File: src/rtl/mmio_csr_responder.sv
// CCI-P MMIO responder: decodes MMIO headers, holds a 64-bit CSR file and returns
// tid-tagged read data through a fixed-latency pipeline into a ready/valid response FIFO.
module mmio_csr_responder #(
  parameter int          NUM_CSR         = 16,
  parameter logic [15:0] CSR_BASE_INDEX  = 16'h0,
  parameter logic [63:0] ID_VALUE        = 64'h0,
  parameter int          RD_LATENCY      = 2,
  parameter int          RSP_DEPTH_BASE2 = 2
) (
  input  logic                   clk,
  input  logic                   rst_n,
  input  logic                   mmio_wr_valid,
  input  logic                   mmio_rd_valid,
  input  logic [27:0]            mmio_hdr,
  input  logic [63:0]            mmio_wrdata,
  input  logic                   rsp_ready,
  output logic                   rsp_valid,
  output logic [8:0]             rsp_tid,
  output logic [63:0]            rsp_data,
  output logic                   rd_full,
  output logic [NUM_CSR*64-1:0]  csr_q,
  output logic [NUM_CSR-1:0]     csr_wr_pulse,
  output logic [15:0]            err_cnt
);

  localparam int DEPTH = 2 ** RSP_DEPTH_BASE2;
  localparam int IW    = (NUM_CSR > 1) ? $clog2(NUM_CSR) : 1;
  localparam int AW    = RSP_DEPTH_BASE2;
  localparam logic [AW:0] FULL_CNT = {1'b1, {AW{1'b0}}};

  logic [15:0]    w_index;
  logic [1:0]     w_len;
  logic [8:0]     w_tid;
  logic           w_unused;
  logic [16:0]    w_off;
  logic           w_mapped;
  logic           w_lenOk;
  logic           w_decErr;
  logic [IW-1:0]  w_regIdx;
  logic [63:0]    w_rdCsr;
  logic [63:0]    w_rdData;
  logic           w_rdAccept;
  logic           w_pop;
  logic           w_errInc;
  logic           w_fifoWr;
  logic [72:0]    w_fifoEntry;

  logic [63:0]         r_csr [NUM_CSR];
  logic [NUM_CSR-1:0]  r_pulse;
  logic [15:0]         r_errCnt;
  logic [AW:0]         r_outstanding;
  logic [72:0]         r_mem [DEPTH];
  logic [AW-1:0]       r_wptr;
  logic [AW-1:0]       r_rptr;
  logic [AW:0]         r_count;

  assign {w_index, w_len} = mmio_hdr[27:10];
  assign w_unused         = mmio_hdr[9];
  assign w_tid            = mmio_hdr[8:0];

  // 17-bit subtraction so an index below the base shows up as a set borrow bit.
  assign w_off    = {1'b0, w_index} - {1'b0, CSR_BASE_INDEX};
  assign w_mapped = !w_off[16] && (int'(w_off[15:1]) < NUM_CSR);
  assign w_lenOk  = (w_len == 2'b00) || ((w_len == 2'b01) && !w_off[0]);
  assign w_decErr = !w_mapped || !w_lenOk;
  assign w_regIdx = w_off[IW:1];
  assign w_rdCsr  = r_csr[w_regIdx];

  always_comb begin
    w_rdData = '0;
    if (!w_decErr) begin
      if (w_len[0]) w_rdData = w_rdCsr;
      else          w_rdData[31:0] = w_off[0] ? w_rdCsr[63:32] : w_rdCsr[31:0];
    end
  end

  assign rd_full    = (r_outstanding == FULL_CNT);
  assign w_rdAccept = mmio_rd_valid && !mmio_wr_valid && !rd_full;
  assign w_pop      = rsp_valid && rsp_ready;
  assign w_errInc   = (mmio_wr_valid && w_decErr) ||
                      (mmio_rd_valid && (mmio_wr_valid || rd_full || w_decErr));

  generate
    if (RD_LATENCY == 1) begin : g_noPipe
      assign w_fifoWr    = w_rdAccept;
      assign w_fifoEntry = {w_tid, w_rdData};
    end else begin : g_pipe
      logic [RD_LATENCY-2:0] r_pv;
      logic [72:0]           r_pd [RD_LATENCY-1];

      always_ff @(posedge clk or negedge rst_n) begin
        if (!rst_n) begin
          r_pv <= '0;
          for (int k = 0; k < RD_LATENCY - 1; k++) r_pd[k] <= '0;
        end else begin
          r_pv[0] <= w_rdAccept;
          r_pd[0] <= {w_tid, w_rdData};
          for (int k = 1; k < RD_LATENCY - 1; k++) begin
            r_pv[k] <= r_pv[k-1];
            r_pd[k] <= r_pd[k-1];
          end
        end
      end

      assign w_fifoWr    = r_pv[RD_LATENCY-2];
      assign w_fifoEntry = r_pd[RD_LATENCY-2];
    end
  endgenerate

  // Outstanding spans pipeline and FIFO, so the FIFO can never overflow.
  always_ff @(posedge clk or negedge rst_n) begin
    if (!rst_n) begin
      r_outstanding <= '0;
      r_errCnt      <= '0;
    end else begin
      case ({w_rdAccept, w_pop})
        2'b10:   r_outstanding <= r_outstanding + 1'b1;
        2'b01:   r_outstanding <= r_outstanding - 1'b1;
        default: r_outstanding <= r_outstanding;
      endcase
      if (w_errInc && (r_errCnt != 16'hFFFF)) r_errCnt <= r_errCnt + 1'b1;
    end
  end

  always_ff @(posedge clk or negedge rst_n) begin
    if (!rst_n) begin
      r_wptr  <= '0;
      r_rptr  <= '0;
      r_count <= '0;
      for (int k = 0; k < DEPTH; k++) r_mem[k] <= '0;
    end else begin
      if (w_fifoWr) begin
        r_mem[r_wptr] <= w_fifoEntry;
        r_wptr        <= r_wptr + 1'b1;
      end
      if (w_pop) r_rptr <= r_rptr + 1'b1;
      case ({w_fifoWr, w_pop})
        2'b10:   r_count <= r_count + 1'b1;
        2'b01:   r_count <= r_count - 1'b1;
        default: r_count <= r_count;
      endcase
    end
  end

  // CSR0 holds the ID constant and is never written; CSR0 writes are not errors.
  always_ff @(posedge clk or negedge rst_n) begin
    if (!rst_n) begin
      r_csr[0] <= ID_VALUE;
      for (int k = 1; k < NUM_CSR; k++) r_csr[k] <= '0;
      r_pulse <= '0;
    end else begin
      r_pulse <= '0;
      if (mmio_wr_valid && !w_decErr && (w_regIdx != '0)) begin
        r_pulse[w_regIdx] <= 1'b1;
        if (w_len[0])     r_csr[w_regIdx]        <= mmio_wrdata;
        else if (w_off[0]) r_csr[w_regIdx][63:32] <= mmio_wrdata[31:0];
        else              r_csr[w_regIdx][31:0]  <= mmio_wrdata[31:0];
      end
    end
  end

  generate
    for (genvar i = 0; i < NUM_CSR; i++) begin : g_csrQ
      assign csr_q[64*i +: 64] = r_csr[i];
    end
  endgenerate

  assign rsp_valid    = (r_count != '0);
  assign rsp_tid      = r_mem[r_rptr][72:64];
  assign rsp_data     = r_mem[r_rptr][63:0];
  assign csr_wr_pulse = r_pulse;
  assign err_cnt      = r_errCnt;

endmodule

File: config.mk
export PLATFORM = sky130hd
export DESIGN_NAME = mmio_csr_responder
export DESIGN_NICKNAME = d
export VERILOG_FILES = /design/src/rtl/mmio_csr_responder.sv
export SDC_FILE = /design/constraint.sdc
export NUM_CORES = 2
export LEC_CHECK = 0
export CAP_MARGIN = 5
export CORE_AREA = 2 2 472 474
export DETAILED_ROUTE_END_ITERATION = 10
export DIE_AREA = 0 0 474 476
export GPL_TIMING_DRIVEN = 0
export PLACE_DENSITY = 0.51
export SYNTH_ARGS = -nofsm -noshare
export SYNTH_HDL_FRONTEND = slang
export SYNTH_SLANG_ARGS = --single-unit
File: constraint.sdc
create_clock -name clk -period 2.8 [get_ports clk]
set_input_delay 0.28 -clock clk [delete_from_list [all_inputs] [get_ports clk]]
set_output_delay 0.28 -clock clk [all_outputs]
set_load 0.05 [all_outputs]
---- Yosys cells after proc, flatten, opt, wreduce, memory -nomap -nowiden ----
Cells that the tools add are included.
cells by class
  mux-type cells .......................... 29
  add/subtract/negate cells ............... 7
  reduce and logical (&&, ||, !) cells .... 28
  equal/unequal tests ..................... 7
  order comparisons ....................... 8
  bitwise logic cells ..................... 3
operator list
  operator                 number
  $bwmux W1024             3
  $mux W1024               2
  $demux W64 S4            3
  $mux W64                 5
  $bwmux W292              1
  $bmux W64 S4             1
  $mux W73                 3
  $bmux W73 S2             1
  $demux W73 S2            1
  $mux W32                 4
  $add A16 B1 Y16 const B  1
  $mux W16                 1
  $ne A16 B16 Y1 const B   1
  $lt A15 B5 Y1 const B    1
  $logic_and A1 B1 Y1      12
  $pmux W3 S2              2
  $add A3 B1 Y3 const B    2
  $eq A2 B1 Y1 const B     3
  $ge A3 B3 Y1 const B     2
  $logic_not A1 Y1         6
  $not A2 Y3               2
  $sub A3 B1 Y3 const B    2
  $ge A5 B5 Y1 const B     1
  $logic_or A1 B1 Y1       5
  14 further kinds         17
storage, ports and cells
  output and inout port bits .............. 1,131
  logic and storage cells ................. 110
  register bits ........................... 1,432
  input port bits ......................... 97

---- Longest topological paths before layout ----
  depth in word-level cells ............... 9
  gate-level depth with buffers ........... 9
  depth with buffers taken out ............ 9

---- Least setup slack after synthesis ----
Ideal clock, no wire load.
  path kind ............................... register to register
  start ................................... register r_outstanding[0]
  end ..................................... register r_errCnt[10] (netlist: err_cnt[10])
  required time ........................... 2.658 ns
  setup time .............................. 0.142 ns
  setup slack ............................. -0.142 ns
  period minus slack after synthesis ...... 2.942 ns
  arrival time ............................ 2.799 ns
  path buffers ............................ 1
  cell stages (with the launch flop) ...... 7
  path through ............................ dfrtp_1 nor3b_1 nor2_1 a211oi_1 clkbuf_1 nand4_1 xnor2_1
between the ends
  longest elaborated chain between the ends .. 6
ends and longest elaborated chain
  element                           RTL line  source
  from (decl)                       51        logic [AW:0] r_outstanding;
  from (signal assigned)            117       2'b10: r_outstanding <= r_outstanding + 1'b1;
  from (signal assigned)            118       2'b01: r_outstanding <= r_outstanding - 1'b1;
  from (signal assigned)            119       default: r_outstanding <= r_outstanding;
  $eq A3 B3 Y1                      77        assign rd_full = (r_outstanding == FULL_CNT);
  named net rd_full                 20        output logic rd_full,
  $logic_or A1 B1 Y1 (2 in series)  81        (mmio_rd_valid && (mmio_wr_valid || rd_full || w_decErr));
  $logic_and A1 B1 Y1               81
  $logic_or A1 B1 Y1                80        assign w_errInc = (mmio_wr_valid && w_decErr) ||
  $logic_and A1 B1 Y1               121       if (w_errInc && (r_errCnt != 16'hFFFF)) r_errCnt <= r_errCnt + 1'b1;
  to (signal assigned)              121
  to (decl)                         50        logic [15:0] r_errCnt;
The timed path passes the listed nets, and every way through them passes these cells.
A chain may end at the register's enable or synchronous reset.

---- Final worst setup path ----
  start ................................... input mmio_hdr[14]
  end ..................................... register g_pipe.r_pd[31] in the netlist's numbering
between the ends
  longest elaborated chain between the ends .. 7
  elaborated cells between the ends (all ways) .. 10
  classes of those cells .................. order compare (1); mux (6); bitwise (1); reduce/logical (2)
ends and longest elaborated chain
  element                                       RTL line  source
  from (decl)                                   14        input logic [27:0] mmio_hdr,
  $not A4 Y5 (implied by the code)              67        assign w_rdCsr = r_csr[w_regIdx];
  $bmux W64 S4                                  67
  $mux W64 (implied by the code) (2 in series)  67
  $mux W32                                      73        else w_rdData[31:0] = w_off[0] ? w_rdCsr[63:32] : w_rdCsr[31:0];
  $mux W32                                      72        if (w_len[0]) w_rdData = w_rdCsr;
  $mux W64 (*)                                  71        if (!w_decErr) begin
  named net w_rdData[31]                        41        logic [63:0] w_rdData;
  to (signal, indexed assignment)               100       r_pd[k] <= r_pd[k-1];
  to (decl)                                     89        logic [72:0] r_pd [RD_LATENCY-1];
Mark *: on every way through the listed nets, which the timed path passes. The rest lies on a longest branch. The select of a mux whose other input is x is not followed.

==> results.txt <==
----------------------------------------------------
[Run status]
  Result of the run ... finished with violations
  Failing checks ... negative setup slack

[Global route]
  Overall overflow remaining after global route ... 0
  Initial antenna violation count ... 35
  Pin count of the biggest net entering global routing ... 171
  Global-route usage over all layers ... 28.95%
  Number of global-route vias before repair ... 47500
  First-pass GRT wire length ... 441300 um

[Die]
  Row count ... 173
  Core Footprint ... 0.2210 mm2
  Die footprint ... 0.2256 mm2
  # IOs ... 1228
  Die extent in y ... 476 um
  Initial cell density of the core ... 28.05%
  Chip Width ... 474 um

[Power and ir drop]
  Power share of the clock group ... 45.4%
  Share of total power in sequential cells ... 42.6%
  Leakage power ... 38.56 nW
  Overall Power ... 50.26 mW
  Sw Pwr ... 13.84 mW
  Peak supply drop ... 0.6275 mV
  Comb power frac ... 12.0%
  Switching share of power ... 27.54%
  Power density relative to cell area ... 586.1 mW/mm2
  Internal power ... 36.41 mW

[Synthesis]
  Average cell area after synthesis ... 14.09 um2
  Synthesized flop and latch total ... 1432
  Cell type contributing the most total cell area after synthesis ... sky130_fd_sc_hd__dfrtp_1
  Yosys warning count ... 0
  Netlist area before placement ... 0.06199 mm2
  Top cell type's share of synthesized area ... 57.81%
  Most common cell in the synthesized netlist ... sky130_fd_sc_hd__dfrtp_1
  Ys async rst share ... 100.0%
  Top cells by area, synth ... sky130_fd_sc_hd__dfrtp_1 (58%), sky130_fd_sc_hd__mux2_2 (14%), sky130_fd_sc_hd__mux4_2 (12%), sky130_fd_sc_hd__a21oi_1 (3.9%), sky130_fd_sc_hd__nor2_1 (3.1%)
  Synth top cells by count ... sky130_fd_sc_hd__dfrtp_1 (1432), sky130_fd_sc_hd__mux2_2 (764), sky130_fd_sc_hd__nor2_1 (516)
  Post-synth top flop ... sky130_fd_sc_hd__dfrtp_1
  Post-synth EDFFs ... 0
  Fraction of the yosys area taken by sequential cells ... 57.81%
  Synthesized Nets ... 4505
  Number of instances in the synthesized netlist ... 4399
  Number of unique standard cell types used by synthesis ... 51

[Final layout]
  Non-filler instance count after layout ... 9006
  Layout net count ... 5993
  Area growth, synth to finish ... 38.34%
  Final standard cell area without fillers ... 0.08575 mm2
  Total of fill cells in the finished design ... 21160
  Layout cell share with drive strength beyond 1 ... 30.97%

[Placement]
  Dpl hpwl ... 268300 um
  DP Worst Slack ... -2525 ps
  Placed insts ... 8616
  Final GP Congestion ... 0.9228
  Area of placed instances ... 0.07841 mm2
  Number of I/O port buffers ... 1222

[Clock tree]
  CTS Buffer Depth ... 3
  Later-pin clock latency in the skew report ... 840 ps
  Reg clk slew, reported paths ... 60 ps
  TritonCTS clock tree ... yes
  Total CTS buffers ... 169
  Clock tree root driver cell ... sky130_fd_sc_hd__clkbuf_16
  Clock sink total ... 1432
  CTS H-tree lvls ... 4

[Worst setup path]
  Library cell contributing the largest single delay on the critical path ... sky130_fd_sc_hd__clkdlybuf4s15_2
  Arrival @ worst endpoint ... 3560 ps
  Most frequent cell on the critical path ... sky130_fd_sc_hd__buf_2
  Worst endpoint required time ... 3410 ps
  Register-to-register setup slack ... 320 ps
  Critical path start-end classification ... in2reg
  Critical path startpoint category ... primary input
  Kind of cell with the highest combined delay on the critical path ... buffers and inverters
  Critical-path maximum fanout ... 10
  Worst flop-to-flop path endpoint ... r_outstanding[2]$_DFFE_PN0P_
  Origin of the critical flop-to-flop path ... r_outstanding[0]$_DFFE_PN0P_
  Worst setup EP type ... flip-flop
  Slowest stage delay, CP ... 590 ps
  Length in cells of the worst reg-to-reg path ... 10
  Cells along the critical path ... buf_2 > buf_4 > buf_2 > clkdlybuf4s15_2 > mux4_2 > mux2i_2 > a221oi_1
  Number of buffer and inverter instances along the worst setup path ... 4

[Timing]
  Final WS setup ... -146.4 ps
  Final count of negative-setup-slack endpoints ... 32
  Max_slew headroom ... 26.63%
  Total Neg Setup Slack ... -1024 ps
  Peak clock frequency supported by timing ... 0.3394 GHz
  RSZ-0062 raised after global routing ... yes
  Time the final worst path needs with I/O delays and setup ... 2946 ps
  Actual transition at the worst max-transition pin ... 1101 ps
  Final critical-path share of the clock period ... 105.2%
  Max-slew violations ... 0
  Number of hold-slack violations in the final timing report ... 0
  Post-route clock skew ... 35.87 ps

[Routing]
  Total length of routed wires ... 333100 um
  Number of iterations in the first detailed-routing pass ... 7
  Number of routed nets with antenna violations ... 0
  Detailed-route wire length per cell ... 36.98 um
  Drc violations ... 0
  Initial DRC Count ... 3810
  Via-per-instance ratio ... 5.153
  Overall via count from detail_route ... 46410

[Run]
  Max-cap violation count ... 0

[Hold path]
  Tightest Hold Check Type ... in2async

----------------------------------------------------
-- power groups by stage --
stage / logic, mW / clock network [mW] / registers [mW]
4_1_cts: 6.10 / 23.2 / 21.4
2_1_floorplan: 3.21 / 0 / 21.9
5_1_grt: 6.39 / 24.1 / 21.4
6_report: 6.04 / 22.8 / 21.4
3_3_place_gp: 5.54 / 0 / 21.8
3_5_place_dp: 5.90 / 0 / 21.7
-- placed cells by master, fill, tap and decap left out, drive strengths merged, types with 10 or more instances in the layout --
cell type / netlist / layout
dfrtp: 1432 / 1432
clkdlybuf4s50: 0 / 1146
mux2: 776 / 776
nor2: 522 / 522
clkbuf: 261 / 497
a21oi: 481 / 481
mux4: 330 / 330
buf: 162 / 296
mux2i: 98 / 98
clkinv: 1 / 35
and2: 34 / 34
a22oi: 32 / 32
a211oi: 32 / 32
o22ai: 32 / 32
a22o: 31 / 31
a2111oi: 31 / 31
clkdlybuf4s15: 0 / 27
nand2: 25 / 25
nand3: 21 / 21
diode: 0 / 18
inv: 10 / 18
nor4: 17 / 17
xnor2: 15 / 15
bufinv: 0 / 10
dlygate4sd3: 0 / 10
-- worst register-to-register path, stage by stage, from the launching register on --
cell,delay [ps]
sky130_fd_sc_hd__dfrtp_1,430
sky130_fd_sc_hd__nor3b_4,230
sky130_fd_sc_hd__buf_4,220
sky130_fd_sc_hd__nor2_1,100
sky130_fd_sc_hd__nand2_1,310
sky130_fd_sc_hd__ha_1,260
sky130_fd_sc_hd__inv_1,60
sky130_fd_sc_hd__fa_1,370
sky130_fd_sc_hd__xor2_1,170
sky130_fd_sc_hd__nor2_1,110
sky130_fd_sc_hd__xor2_1,150
-- layout make-up --
| class | instances | area, um2 | area share, % |
|---|---|---|---|
| sequential | 1432 | 35840 | 41.79 |
| multi-input combinational | 2533 | 24850 | 28.98 |
| timing repair buffer | 1317 | 13360 | 15.58 |
| clock buffer | 239 | 4875 | 5.685 |
| tap | 2975 | 3722 | 4.341 |
| buffer | 423 | 2226 | 2.596 |
| clock inverter | 58 | 792.0 | 0.9236 |
| antenna | 18 | 45.04 | 0.05253 |
| inverter | 11 | 42.54 | 0.04961 |
-- metal layers --
metal	vias up	GRT usage, %	part of all wire, %
met5	-	0	0.0051
li1	19020	-	-
met1	25050	36.28	40
met2	1887	46.17	47
met3	445	8.440	7.8
met4	2	13.18	5.3
-- worst max-delay path by stage --
stage | start | end | slack [ps] | cells after the start
final | mmio_hdr[14] | g_pipe.r_pd[31]$_DFF_PN0_ | -150 | 7
after global routing | mmio_hdr[11] | g_pipe.r_pd[59]$_DFF_PN0_ | -50 | 8
after CTS | mmio_hdr[11] | csr_q[926]$_DFFE_PN0P_ | -290 | 8
after detailed placement | mmio_hdr[14] | g_pipe.r_pd[22]$_DFF_PN0_ | -2530 | 7
after global placement | rst_n | csr_q[144]$_DFFE_PN0P_ | -66930 | 1
after floorplan | mmio_hdr[17] | csr_q[790]$_DFFE_PN0P_ | 300 | 7
-- kinds of logic after synthesis --
group | Yosys count | share of synthesized area (%)
AOI/OAI and AO/OA | 643 | 6.106
xor gates and xnor gates | 21 | 0.2967
adders and majority gates | 9 | 0.2059
buffers and inverters | 434 | 3.090
DFF | 1432 | 57.81
muxes | 1204 | 27.67
other | 1 | 0.006050
and+or+nand+nor | 655 | 4.816
-- state kept, by name, indices dropped and copies added, names as in the netlist --
name / count
r_mem: 292
r_wptr: 2
csr_wr_pulse: 16
err_cnt: 16
g_pipe.r_pv: 1
g_pipe.r_pd: 73
r_outstanding: 3
r_rptr: 2
r_count: 3
csr_q: 1024
-- through the flow --
stage / util, % / hold slack, ps
final: 38.80 / 101.8
after global routing: 38.79 / 93.01
after CTS: 38.50 / 54.76
after detailed placement: 35.48 / 219.5
after global placement: 35.27 / 449.4
after floorplan: - / -15.59
-- what timing repair did --
action,4_1_cts,5_1_grt
hold buffers,12,0
pin swaps,10,21
setup endpoints to repair,1062,614
gates resized for setup,586,55
buffers inserted,29,33
endpoints found under the hold margin,371,0
gates cloned,0,1
Power figures use the tool's default switching activity.
